--- src/rtl/search_arbiter.sv ---
// ---------------------------------------------------------------------------
// search_arbiter
//
// Shares one binary-search engine between N_REQ requesters. A round-robin
// grant picks a requester, its target is latched and presented to the
// engine, the engine result (or a timeout abort) is returned with a
// one-cycle ack to that requester, and the engine is allowed to fall back
// to idle (done low) before the next grant.
//
// state | meaning
// ------+--------------------------------------------------------------
// IDLE  | no search active; grant round-robin when any req is high
// RUN   | eng_start high, waiting for eng_done or timeout
// RESP  | one-cycle ack to the granted requester, result registers valid
// DRAIN | wait for the engine to drop eng_done before the next grant
//
// Ports
//   clk_i          clock, all state updates on the rising edge
//   rst_ni         asynchronous active-low reset
//   req_i          level request per requester, held until its ack
//   target_i       packed targets, requester i at [i*A_W +: A_W]
//   ack_o          one-hot, one-cycle pulse when a result is valid
//   res_found_o    found flag of the last completed search
//   res_err_o      timeout flag of the last completed search
//   res_index_o    index of the last completed search
//   busy_o         high whenever the FSM is not in IDLE
//   eng_start_o    start level to the engine (high only in RUN)
//   eng_a_o        latched target value to the engine
//   eng_done_i     engine completion, held while start stays high
//   eng_found_i    engine found flag
//   eng_index_i    engine result index
// ---------------------------------------------------------------------------
module search_arbiter #(
    parameter int N_REQ   = 4,
    parameter int A_W     = 8,
    parameter int ADDR_W  = 5,
    parameter int TIMEOUT = 64
) (
    input  logic                   clk_i,
    input  logic                   rst_ni,
    input  logic [N_REQ-1:0]       req_i,
    input  logic [N_REQ*A_W-1:0]   target_i,
    output logic [N_REQ-1:0]       ack_o,
    output logic                   res_found_o,
    output logic                   res_err_o,
    output logic [ADDR_W-1:0]      res_index_o,
    output logic                   busy_o,
    output logic                   eng_start_o,
    output logic [A_W-1:0]         eng_a_o,
    input  logic                   eng_done_i,
    input  logic                   eng_found_i,
    input  logic [ADDR_W-1:0]      eng_index_i
);

    localparam int IDX_W = (N_REQ > 1) ? $clog2(N_REQ) : 1;
    localparam int CNT_W = (TIMEOUT > 1) ? $clog2(TIMEOUT) : 1;

    localparam logic [IDX_W-1:0] LAST_GRANT_RST = IDX_W'(N_REQ - 1);
    localparam logic [CNT_W-1:0] CNT_LAST       = CNT_W'(TIMEOUT - 1);
    localparam logic [N_REQ-1:0] ONE_HOT_0      = N_REQ'(1);

    typedef enum logic [1:0] {
        S_IDLE  = 2'd0,
        S_RUN   = 2'd1,
        S_RESP  = 2'd2,
        S_DRAIN = 2'd3
    } state_e;

    state_e              state_q;
    logic [IDX_W-1:0]    grant_q;
    logic [IDX_W-1:0]    last_grant_q;
    logic [CNT_W-1:0]    cnt_q;
    logic [A_W-1:0]      eng_a_q;
    logic                eng_start_q;
    logic [N_REQ-1:0]    ack_q;
    logic                res_found_q;
    logic                res_err_q;
    logic [ADDR_W-1:0]   res_index_q;
    logic                busy_q;

    logic                grant_vld_d;
    logic [IDX_W-1:0]    grant_idx_d;

    logic [A_W-1:0]      target_arr [N_REQ];

    for (genvar gi = 0; gi < N_REQ; gi++) begin : g_target
        assign target_arr[gi] = target_i[gi*A_W +: A_W];
    end

    // Round-robin: scan from last_grant+1 upward with wrap, first high req wins.
    // The requester granted last is scanned last, which re-queues it behind
    // everyone else still pending.
    always_comb begin
        int               idx;
        logic [IDX_W-1:0] idx_w;
        grant_vld_d = 1'b0;
        grant_idx_d = '0;
        idx         = 0;
        idx_w       = '0;
        for (int k = 1; k <= N_REQ; k++) begin
            idx = int'(last_grant_q) + k;
            if (idx >= N_REQ) begin
                idx = idx - N_REQ;
            end
            idx_w = IDX_W'(idx);
            if (!grant_vld_d && req_i[idx_w]) begin
                grant_vld_d = 1'b1;
                grant_idx_d = idx_w;
            end
        end
    end

    always_ff @(posedge clk_i or negedge rst_ni) begin
        if (!rst_ni) begin
            state_q      <= S_IDLE;
            grant_q      <= '0;
            last_grant_q <= LAST_GRANT_RST;
            cnt_q        <= '0;
            eng_a_q      <= '0;
            eng_start_q  <= 1'b0;
            ack_q        <= '0;
            res_found_q  <= 1'b0;
            res_err_q    <= 1'b0;
            res_index_q  <= '0;
            busy_q       <= 1'b0;
        end else begin
            case (state_q)
                S_IDLE: begin
                    ack_q <= '0;
                    // Never start while the engine still reports done; it
                    // must have returned to idle first.
                    if (grant_vld_d && !eng_done_i) begin
                        grant_q     <= grant_idx_d;
                        eng_a_q     <= target_arr[grant_idx_d];
                        eng_start_q <= 1'b1;
                        busy_q      <= 1'b1;
                        cnt_q       <= '0;
                        state_q     <= S_RUN;
                    end
                end

                S_RUN: begin
                    // A done on the terminal-count cycle still wins.
                    if (eng_done_i) begin
                        res_found_q <= eng_found_i;
                        res_index_q <= eng_index_i;
                        res_err_q   <= 1'b0;
                        eng_start_q <= 1'b0;
                        ack_q       <= ONE_HOT_0 << grant_q;
                        state_q     <= S_RESP;
                    end else if (cnt_q == CNT_LAST) begin
                        res_found_q <= 1'b0;
                        res_index_q <= '0;
                        res_err_q   <= 1'b1;
                        eng_start_q <= 1'b0;
                        ack_q       <= ONE_HOT_0 << grant_q;
                        state_q     <= S_RESP;
                    end else begin
                        cnt_q <= cnt_q + 1'b1;
                    end
                end

                S_RESP: begin
                    ack_q        <= '0;
                    last_grant_q <= grant_q;
                    state_q      <= S_DRAIN;
                end

                S_DRAIN: begin
                    if (!eng_done_i) begin
                        busy_q  <= 1'b0;
                        state_q <= S_IDLE;
                    end
                end

                default: begin
                    eng_start_q <= 1'b0;
                    ack_q       <= '0;
                    busy_q      <= 1'b0;
                    state_q     <= S_IDLE;
                end
            endcase
        end
    end

    assign ack_o       = ack_q;
    assign res_found_o = res_found_q;
    assign res_err_o   = res_err_q;
    assign res_index_o = res_index_q;
    assign busy_o      = busy_q;
    assign eng_start_o = eng_start_q;
    assign eng_a_o     = eng_a_q;

endmodule

--- config.mk ---
export PLATFORM = sky130hd
export DESIGN_NAME = search_arbiter
export DESIGN_NICKNAME = d
export VERILOG_FILES = /design/src/rtl/search_arbiter.sv
export SDC_FILE = /design/constraint.sdc
export NUM_CORES = 1
export LEC_CHECK = 0
export ABC_AREA = 1
export CAP_MARGIN = 30
export CORE_ASPECT_RATIO = 1.4
export CORE_MARGIN = 2
export CORE_UTILIZATION = 45
export DETAILED_ROUTE_END_ITERATION = 10
export PLACE_DENSITY_LB_ADDON = 0.12
export SKIP_LAST_GASP = 1
export SLEW_MARGIN = 20
export SYNTH_ARGS = -nofsm -noshare
export SYNTH_HDL_FRONTEND = slang
export SYNTH_SLANG_ARGS = --single-unit
export TNS_END_PERCENT = 20
--- constraint.sdc ---
create_clock -name clk_i -period 2.35 [get_ports clk_i]
set_input_delay 0.235 -clock clk_i [delete_from_list [all_inputs] [get_ports clk_i]]
set_output_delay 0.235 -clock clk_i [all_outputs]
set_load 0.05 [all_outputs]
# == Word level (Yosys, flattened, before mapping) ==
# Index checks and enable logic that the tools add are counted.
# classes
n_addsub,9
order_cmp,9
n_eq_ne,9
shifts,1
muxes,46
bitwise,1
n_reduce_logical,21
# op_table
op,n
$mux 2,12
$mux 6,3
$bmux 8 s2,1
$mux 8,2
$mux 1,15
$ge 3x3->1 const B,4
$lt 2x3->1 const B,4
$pmux 6 s2,1
$mux 5,2
$reduce_and 3->1,3
$bmux 1 s2,4
$mux 4,2
$ne 2x2->1 const B,4
$pmux 2 s4,1
$pmux 4 s2,1
$reduce_bool 2->1,4
$sub 2x1->2 const B,4
$add 2x2->3 const B,2
$add 6x1->6 const B,1
$eq 6x6->1 const B,1
$reduce_and 2->1,3
$add 2x3->4 const B,1
$eq 2x2->1 const B,2
$ge 4x3->1 const B,1
other kinds (11),18
# word_totals
regBits,33
in_bits,45
out_inout_bits,21
elab_cells,107

# == Depth between registers and ports, before layout ==
# Gate-level depths: netlist of run 1.
# depth
depth_word,19
mapped_depth,16
depth_no_buf,14

# == Least setup slack after synthesis of run 1 ==
# Ideal clock, no wire load.
# synth_path
path_kind,register -> register
startpoint,register last_grant_q[0]
endpoint,"register eng_a_q[3], in the netlist eng_a_o[3]"
setup_time_ps,125
arrival_ps,1691
t_required_ps,2225
slack_ps,535
path_stages_with_launch,15
path_buffers,2
period_less_slack_ps,1815
path_cell_list,dfstp_2 buf_6 inv_4 nand2_1 nand2_2 nand2_2 nand2_4 nand2_2 nand2_1 nand2_2 nand3_4 buf_6 or2_0 nand3_1 nand3_1
# synth_between
elab_chain_len,19
word_cells_on_any_way,44
cone_classes,add/sub (8); order compare (4); mux (23); bitwise (1); reduce/logical (8)
# synth_lines
item,line,text
start: declaration,71,logic [IDX_W-1:0] last_grant_q;
start signal: assignment,165,last_grant_q <= grant_q;
$add 2x1->3,101,idx = int'(last_grant_q) + k;
$ge 3x3->1 or $sub 2x1->2 (tied branches),"102, 103",
$mux 2,102,if (idx >= N_REQ) begin
$bmux 1 s2,106,if (!grant_vld_d && req_i[idx_w]) begin
$mux 1 (not written as such),106,
$mux 1,106,
$logic_not 1->1,106,
$logic_and 1x1->1,106,
[2 not listed],n/a,
$logic_and 1x1->1,106,
$mux 1,106,
$logic_not 1->1,106,
$logic_and 1x1->1,106,
$mux 2,106,
$not 2->3 (not written as such),134,eng_a_q <= target_arr[grant_idx_d];
$bmux 8 s2,134,
$mux 8 (not written as such) (2 in series),134,
end signal: assignment,134,
end: declaration,73,logic [A_W-1:0] eng_a_q;
# Parallel ways exist; a longest one is shown, timed or not. The select of a mux whose other input is x is not followed.
# A chain may end at the register's enable or synchronous reset.

# == Final worst setup path of run 1 ==
# layout_path
startpoint,register last_grant_q[0]
endpoint,"register eng_a_q[7], in the netlist eng_a_o[7]"
# The elaborated chain is that of the path after synthesis.

==> flow_summary_export.csv, run 1 <==
group,metric,value,unit
drt,avgRoutedWirePerCell,12.0,µm
synthesis,avgSynthCellArea,7.20,µm²
critical_path,rrSetupSlack,0.22,ns
sta,slew_headroom,64.6,%
cells_and_area,layout-drive-gt1-share,9.89,%
clocking,clk_latency,0.28,ns
floorplanning,num_rows,30,
drt,vias_per_cell,4.81,
synthesis,synth_top_area_share,35.3,%
floorplanning,die_y,86.7,µm
sta,setup_violations,0,
grt,grt_pass1_vias,1967,
placed_design,place_area,2890,µm²
critical_path,crit_start,"last_grant_q[0]",
floorplanning,pin_count,66,
synthesis,synthesis.area,2200,µm²
clocking,h-tree-depth,2,
synthesis,ys_ff_latch,33,
clocking,numCtsBuffers,5,
placed_design,place_congestion,0.818,
sta,hold_viol_final,0,
floorplanning,die_x,63.0,µm
cells_and_area,antenna_cells,0,
synthesis,ys_seq_area_share,37.7,%
sta,fin_ws,0.223,ns
critical_path,r2r-end,"eng_a_o[7]",
grt,grt-ovfl-total,0,
critical_path,rr_startpoint,"last_grant_q[0]",
clocking,path_clk_slew,0.07,ns
grt,grt_pass1_wl,8.67,mm
critical_path,critPathKind,"reg2reg",
critical_path,max_stage_delay,0.63,ns
clocking,cts_buffer_depth,2,
placed_design,post-place-ws,0.182,ns
sta,skew,0.00353,ns
power_and_ir_drop,power_density,1460,nW/µm²
clocking,hold_buffers,0,
sta,fin_setup_tns,0,ns
grt,antenna_found_initial,0,
drt,drc,0,
synthesis,syn_inst,305,
synthesis,synth_nets,355,
clocking,cts_tree,"yes",
drt,via_count,2108,
clocking,root_buffer,"clkbuf_8",
sta,hold_slack,0.357,ns
flow_run,cap_viol_max_count,0,
synthesis,synthFlopType,"dfrtp_1",
sta,slew_viol_final,0,
grt,grt_usage,19.7,%
placed_design,dp_cells,429,
critical_path,reg2reg_depth,13,
cells_and_area,fin_nets,423,
synthesis,synth-edff-count,0,
critical_path,slowest_stage,"dfstp_2",
cells_and_area,final_util,63.1,%
synthesis,synth-async-reset-ratio,100,%
hold_path,hold_path.class,"in2async",
floorplanning,core-area,4770,µm²
placed_design,dp_hpwl,3.96,mm
run_status,status,"completed",
placed_design,portBuffers,65,
power_and_ir_drop,power_leakage,1.53,nW
cells_and_area,final_cells,438,
critical_path,end_kind,"register",
critical_path,path_cells,"inv_4 -> nand2_1 -> nand2_1 -> nand2_1 -> nand2_2 -> nor2_4 -> nand3_4 -> nand3_4 -> nand2_1 -> nand3_1 -> nand2_1 -> nand2_1 -> nand2_1",
drt,drt-total-wl,5.26,mm
grt,grt_max_degree,34,
sta,clock.fmax,470,MHz
power_and_ir_drop,ir_drop,0.000766,V
critical_path,crit_end,"eng_a_o[7]",
critical_path,arrival,2.30,ns
clocking,cts_sinks,33,
critical_path,cp_max_fo,20,
drt,ant_nets,0,
synthesis,yosys_warnings,0,
sta,finalCriticalPeriod,2.13,ns
critical_path,critPathRequiredTime,2.52,ns
cells_and_area,final_cell_area,3010,µm²
synthesis,synth_area_leaders,"dfrtp_1, nand2_1, inv_1, nand3_1, nand4_1",
critical_path,start_kind,"register",
cells_and_area,syn2layout_area_growth,36.9,%
critical_path,cp_common_cell,"nand2_1",
synthesis,netlist.top_cell.by_area,"dfrtp_1",
drt,drtIter0Drc,185,
floorplanning,dieArea,5460,µm²
drt,drtPass1Iterations,4,
sta,rsz0062_at_grt,"true",
synthesis,ys_types,31,
power_and_ir_drop,p_total,4.40,mW
sta,worst_slew_pin_slew,0.530,ns
floorplanning,initial_core_util,46.1,%
sta,period_share,90.5,%
## layer usage
layer	global-route usage [%]	routed length, µm	share of wire (%)	vias to the layer above
met5	0	0	0	-
met4	7.27	75	1.4	0
met3	4.29	339	6.4	8
met2	33.3	2540	48	69
met1	24.7	2300	44	921
li1	-	-	-	1110
## registers in the layout, summed over array words and instances (netlist names)
name          count
eng_a_o           8
cnt_q             6
res_index_o       5
ack_o             4
grant_q           2
last_grant_q      2
state_q           2
busy_o            1
eng_start_o       1
res_err_o         1
res_found_o       1
## power breakdown
group          switching (mW)  total [mW]  internal [mW]
combinational            1.92        2.93           1.01
clock                   0.207       0.472          0.265
sequential              0.175       0.992          0.817
total                    2.30        4.40           2.09
## cells by family after synthesis
| family | Yosys count | synth area share (%) |
|---|---|---|
| flops | 33 | 37.7 |
| fa+ha+maj | 5 | 2.85 |
| simple gates | 175 | 38.3 |
| compound gates | 30 | 8.43 |
| xor+xnor | 2 | 0.798 |
| buf+inv | 60 | 11.9 |
## area by class of cell
class | count | area, µm²
multi-input combinational | 212 | 1110
inverter | 52 | 198
sequential | 33 | 828
clock buffer | 7 | 96.3
fill | 443 | 1760
tap | 64 | 80.1
clock inverter | 1 | 5.00
timing repair buffer | 69 | 693
## layout by cell type, fill, tap and decap left out, types with 2 or more instances in the layout
master / instances
a21oi_1: 6
a22o_1: 6
buf_4: 3
clkbuf_8: 7
clkdlybuf4s50_1: 65
dfrtp_1: 31
dfstp_2: 2
ha_1: 5
inv_1: 48
inv_2: 3
nand2_1: 96
nand2_2: 8
nand3_1: 31
nand3_2: 2
nand3_4: 3
nand4_1: 15
nor2_1: 11
o21ai_0: 12
o21ai_1: 2
or2_0: 4
or2_2: 2
## synth_stat cells (2+ instances only)
| cell | count |
|---|---|
| a21oi_1 | 6 |
| a22o_1 | 6 |
| buf_2 | 3 |
| buf_6 | 4 |
| dfrtp_1 | 31 |
| dfstp_2 | 2 |
| ha_1 | 5 |
| inv_1 | 48 |
| inv_2 | 3 |
| nand2_1 | 96 |
| nand2_2 | 8 |
| nand3_1 | 31 |
| nand3_2 | 2 |
| nand3_4 | 3 |
| nand4_1 | 15 |
| nor2_1 | 11 |
| o21ai_0 | 12 |
| o21ai_1 | 2 |
| or2_0 | 4 |
| or2_2 | 2 |
## worst min path at each step
stage	end	slack (ns)	cells after the start
after floorplan	ack_o[0]	-0.06	0
after global placement	eng_a_o[4]	0.46	2
after detailed placement	res_index_o[0]	0.48	1
after CTS	res_index_o[2]	0.37	2
after global routing	res_index_o[2]	0.39	2
final	res_found_o	0.36	2
## repair_timing
item,4_1_cts,5_1_grt
gates resized for setup,0,0
setup buffers,0,1
setup endpoints to repair,0,6
## worst max-delay path, delay by kind of cell (launching register included)
kind	cells	cell delay [ns]
AND/OR/NAND/NOR	12	1.31
flip-flops	1	0.63
buffers and inverters	1	0.08
(Power assumes the default switching activity.)
==> run 2: changes to the inputs <==
Settings changed: CAP_MARGIN 30 to 20, CORE_MARGIN 2 to 5.
==> run 2 against run 1 <==
Net effect:
- register-to-register slack got worse by 0.02 ns
- largest cell class unchanged
- sequential power about the same
- clock-buffer cell count decreased by 1
- cell area about the same
- wire length increased by 3.7%
- setup slack got worse by 0.016 ns
- critical path depth unchanged
- sequential cell count unchanged
- sequential share of layout area about the same
- combinational power about the same
- hold slack got worse by 0.0018 ns
- first-iteration DRC count decreased by 35%
==> flow_summary_export.csv, run 2 (synthesis results as in run 1) <==
group,metric,value,unit
clocking,cts_buffer_depth,2,
clocking,path_clk_slew,0.07,ns
power_and_ir_drop,ir_drop,0.000724,V
clocking,h-tree-depth,2,
drt,drtPass1Iterations,4,
clocking,clk_latency,0.27,ns
critical_path,critPathRequiredTime,2.52,ns
floorplanning,core-area,4800,µm²
critical_path,cp_max_fo,20,
critical_path,path_cells,"inv_4 -> nand2_1 -> nand2_1 -> nand2_1 -> nand2_2 -> nor2_4 -> nand3_4 -> nand3_4 -> nand2_1 -> nand3_1 -> nand2_1 -> nand2_1 -> nand2_1",
critical_path,cp_num_buf_inv,1,
drt,avgRoutedWirePerCell,12.3,µm
floorplanning,initial_core_util,45.7,%
floorplanning,dieArea,6400,µm²
critical_path,crit_family,"simple AND/OR/NAND/NOR gates",
grt,antenna_found_initial,0,
clocking,hold_buffers,0,
run_status,status,"completed",
sta,worst_slew_pin_slew,0.525,ns
power_and_ir_drop,power_leakage,1.53,nW
sta,skew,0.00498,ns
cells_and_area,fillers,487,
drt,drtIter0Drc,120,
cells_and_area,largest_reg_flops,8,
placed_design,dp_hpwl,4.34,mm
sta,setup_violations,0,
sta,fin_ws,0.207,ns
critical_path,end_kind,"register",
clocking,root_buffer,"clkbuf_8",
power_and_ir_drop,power_density,1450,nW/µm²
cells_and_area,antenna_cells,0,
sta,slew_headroom,64.9,%
drt,ant_nets,0,
placed_design,portBuffers,65,
sta,fin_setup_tns,0,ns
floorplanning,die_x,69.0,µm
critical_path,arrival,2.31,ns
sta,clock.fmax,467,MHz
floorplanning,pin_count,66,
placed_design,post-place-ws,0.178,ns
drt,via_count,2177,
cells_and_area,fin_nets,427,
sta,finalCriticalPeriod,2.14,ns
critical_path,cp_common_cell,"nand2_1",
floorplanning,num_rows,30,
critical_path,slowest_stage,"dfstp_2",
sta,rsz0062_at_grt,"false",
floorplanning,die_y,92.7,µm
hold_path,hold_path.class,"in2async",
cells_and_area,layout_common_cells,"nand2_1, clkdlybuf4s50_1, inv_1",
drt,drc,0,
placed_design,place_congestion,0.872,
sta,period_share,91.2,%
grt,grt_max_degree,34,
grt,grt_pass1_wl,9.46,mm
cells_and_area,seqCellArea,828,µm²
sta,hold_viol_final,0,
grt,grt_pass1_vias,2124,
drt,vias_per_cell,4.93,
clocking,cts_sinks,33,
clocking,cts_tree,"yes",
critical_path,critPathKind,"reg2reg",
grt,grt_usage,17.8,%
clocking,numCtsBuffers,5,
cells_and_area,layout_commonest_cell,"nand2_1",
cells_and_area,syn2layout_area_growth,36.9,%
cells_and_area,layout-drive-gt1-share,10.6,%
critical_path,start_kind,"register",
cells_and_area,multi_input_area,1110,µm²
grt,grt-ovfl-total,0,
drt,drt-total-wl,5.46,mm
critical_path,max_stage_delay,0.64,ns
flow_run,cap_viol_max_count,0,
sta,slew_viol_final,0,
==> run 2: cell count changes in the layout (fill, tap and decap cells not counted) <==
cell / delta
buf_12: -1
buf_4: +5
clkbuf_1: +1
clkbuf_8: -2
clkinv_2: +1
==> run 2: worst reg2reg max path, delay by kind of cell (launching register included) <==
| kind | cells | cell delay [ns] |
|---|---|---|
| flip-flops | 1 | 0.64 |
| AND/OR/NAND/NOR | 12 | 1.32 |
| buffers and inverters | 1 | 0.09 |
==> run 2: metrics by stage <==
step | power, mW | hold slack, ns | cell area (µm²) | instances | util, %
2_1_floorplan | 3.23 | -0.0606 | 2200 | 305 | -
3_5_place_dp | 3.94 | 0.479 | 2890 | 429 | 60.1
4_1_cts | 4.35 | 0.365 | 2970 | 437 | 61.8
6_report | 4.35 | 0.355 | 3010 | 442 | 62.6
3_3_place_gp | 3.89 | 0.462 | 2890 | 429 | 60.1
5_1_grt | 4.75 | 0.409 | 3010 | 442 | 62.6
==> run 2: path summary, 6_finish.rpt <==
| kind | depth (start not counted) | start | endpoint | slack (ns) |
|---|---|---|---|---|
| setup / recovery | 13 | last_grant_q[0] | eng_a_o[7] | 0.21 |
| hold reg to reg | 2 | eng_a_o[7] | eng_a_o[7] | 0.49 |
| max in group asynchronous | 2 | rst_ni | last_grant_q[1] | 1.66 |
| min in group clk_i | 2 | eng_a_o[7] | eng_a_o[7] | 0.49 |
| hold / removal | 2 | rst_ni | ack_o[2] | 0.35 |
| setup reg to reg | 13 | last_grant_q[0] | eng_a_o[7] | 0.21 |
==> run 2: per-layer routing <==
| layer | share of wire, % | track usage [%] | up-vias | wire length [µm] |
|---|---|---|---|---|
| li1 | - | - | 1117 | - |
| met3 | 4.5 | 3.26 | 6 | 244 |
| met2 | 53 | 33.4 | 61 | 2890 |
| met5 | 0 | 0 | - | 0 |
| met1 | 41 | 20.5 | 993 | 2260 |
| met4 | 1.2 | 4.89 | 0 | 66 |
==> run 2: power by group <==
part	internal (mW)	total [mW]	switching, mW
sequential	0.818	1.00	0.183
clock	0.205	0.396	0.191
combinational	1.02	2.95	1.93
total	2.04	4.35	2.30
==> run 2: layout make-up <==
cell class                 count  area share (%)
timing repair buffer          73            23.6
clock inverter                 2           0.333
tap                           64            2.66
sequential                    33            27.6
inverter                      52            6.58
clock buffer                   6            2.41
multi-input combinational    212            36.8
==> run 2: repair_timing <==
action,4_1_cts,5_1_grt
setup buffers,0,5
resized for setup,0,0
setup endpoints to repair,0,1
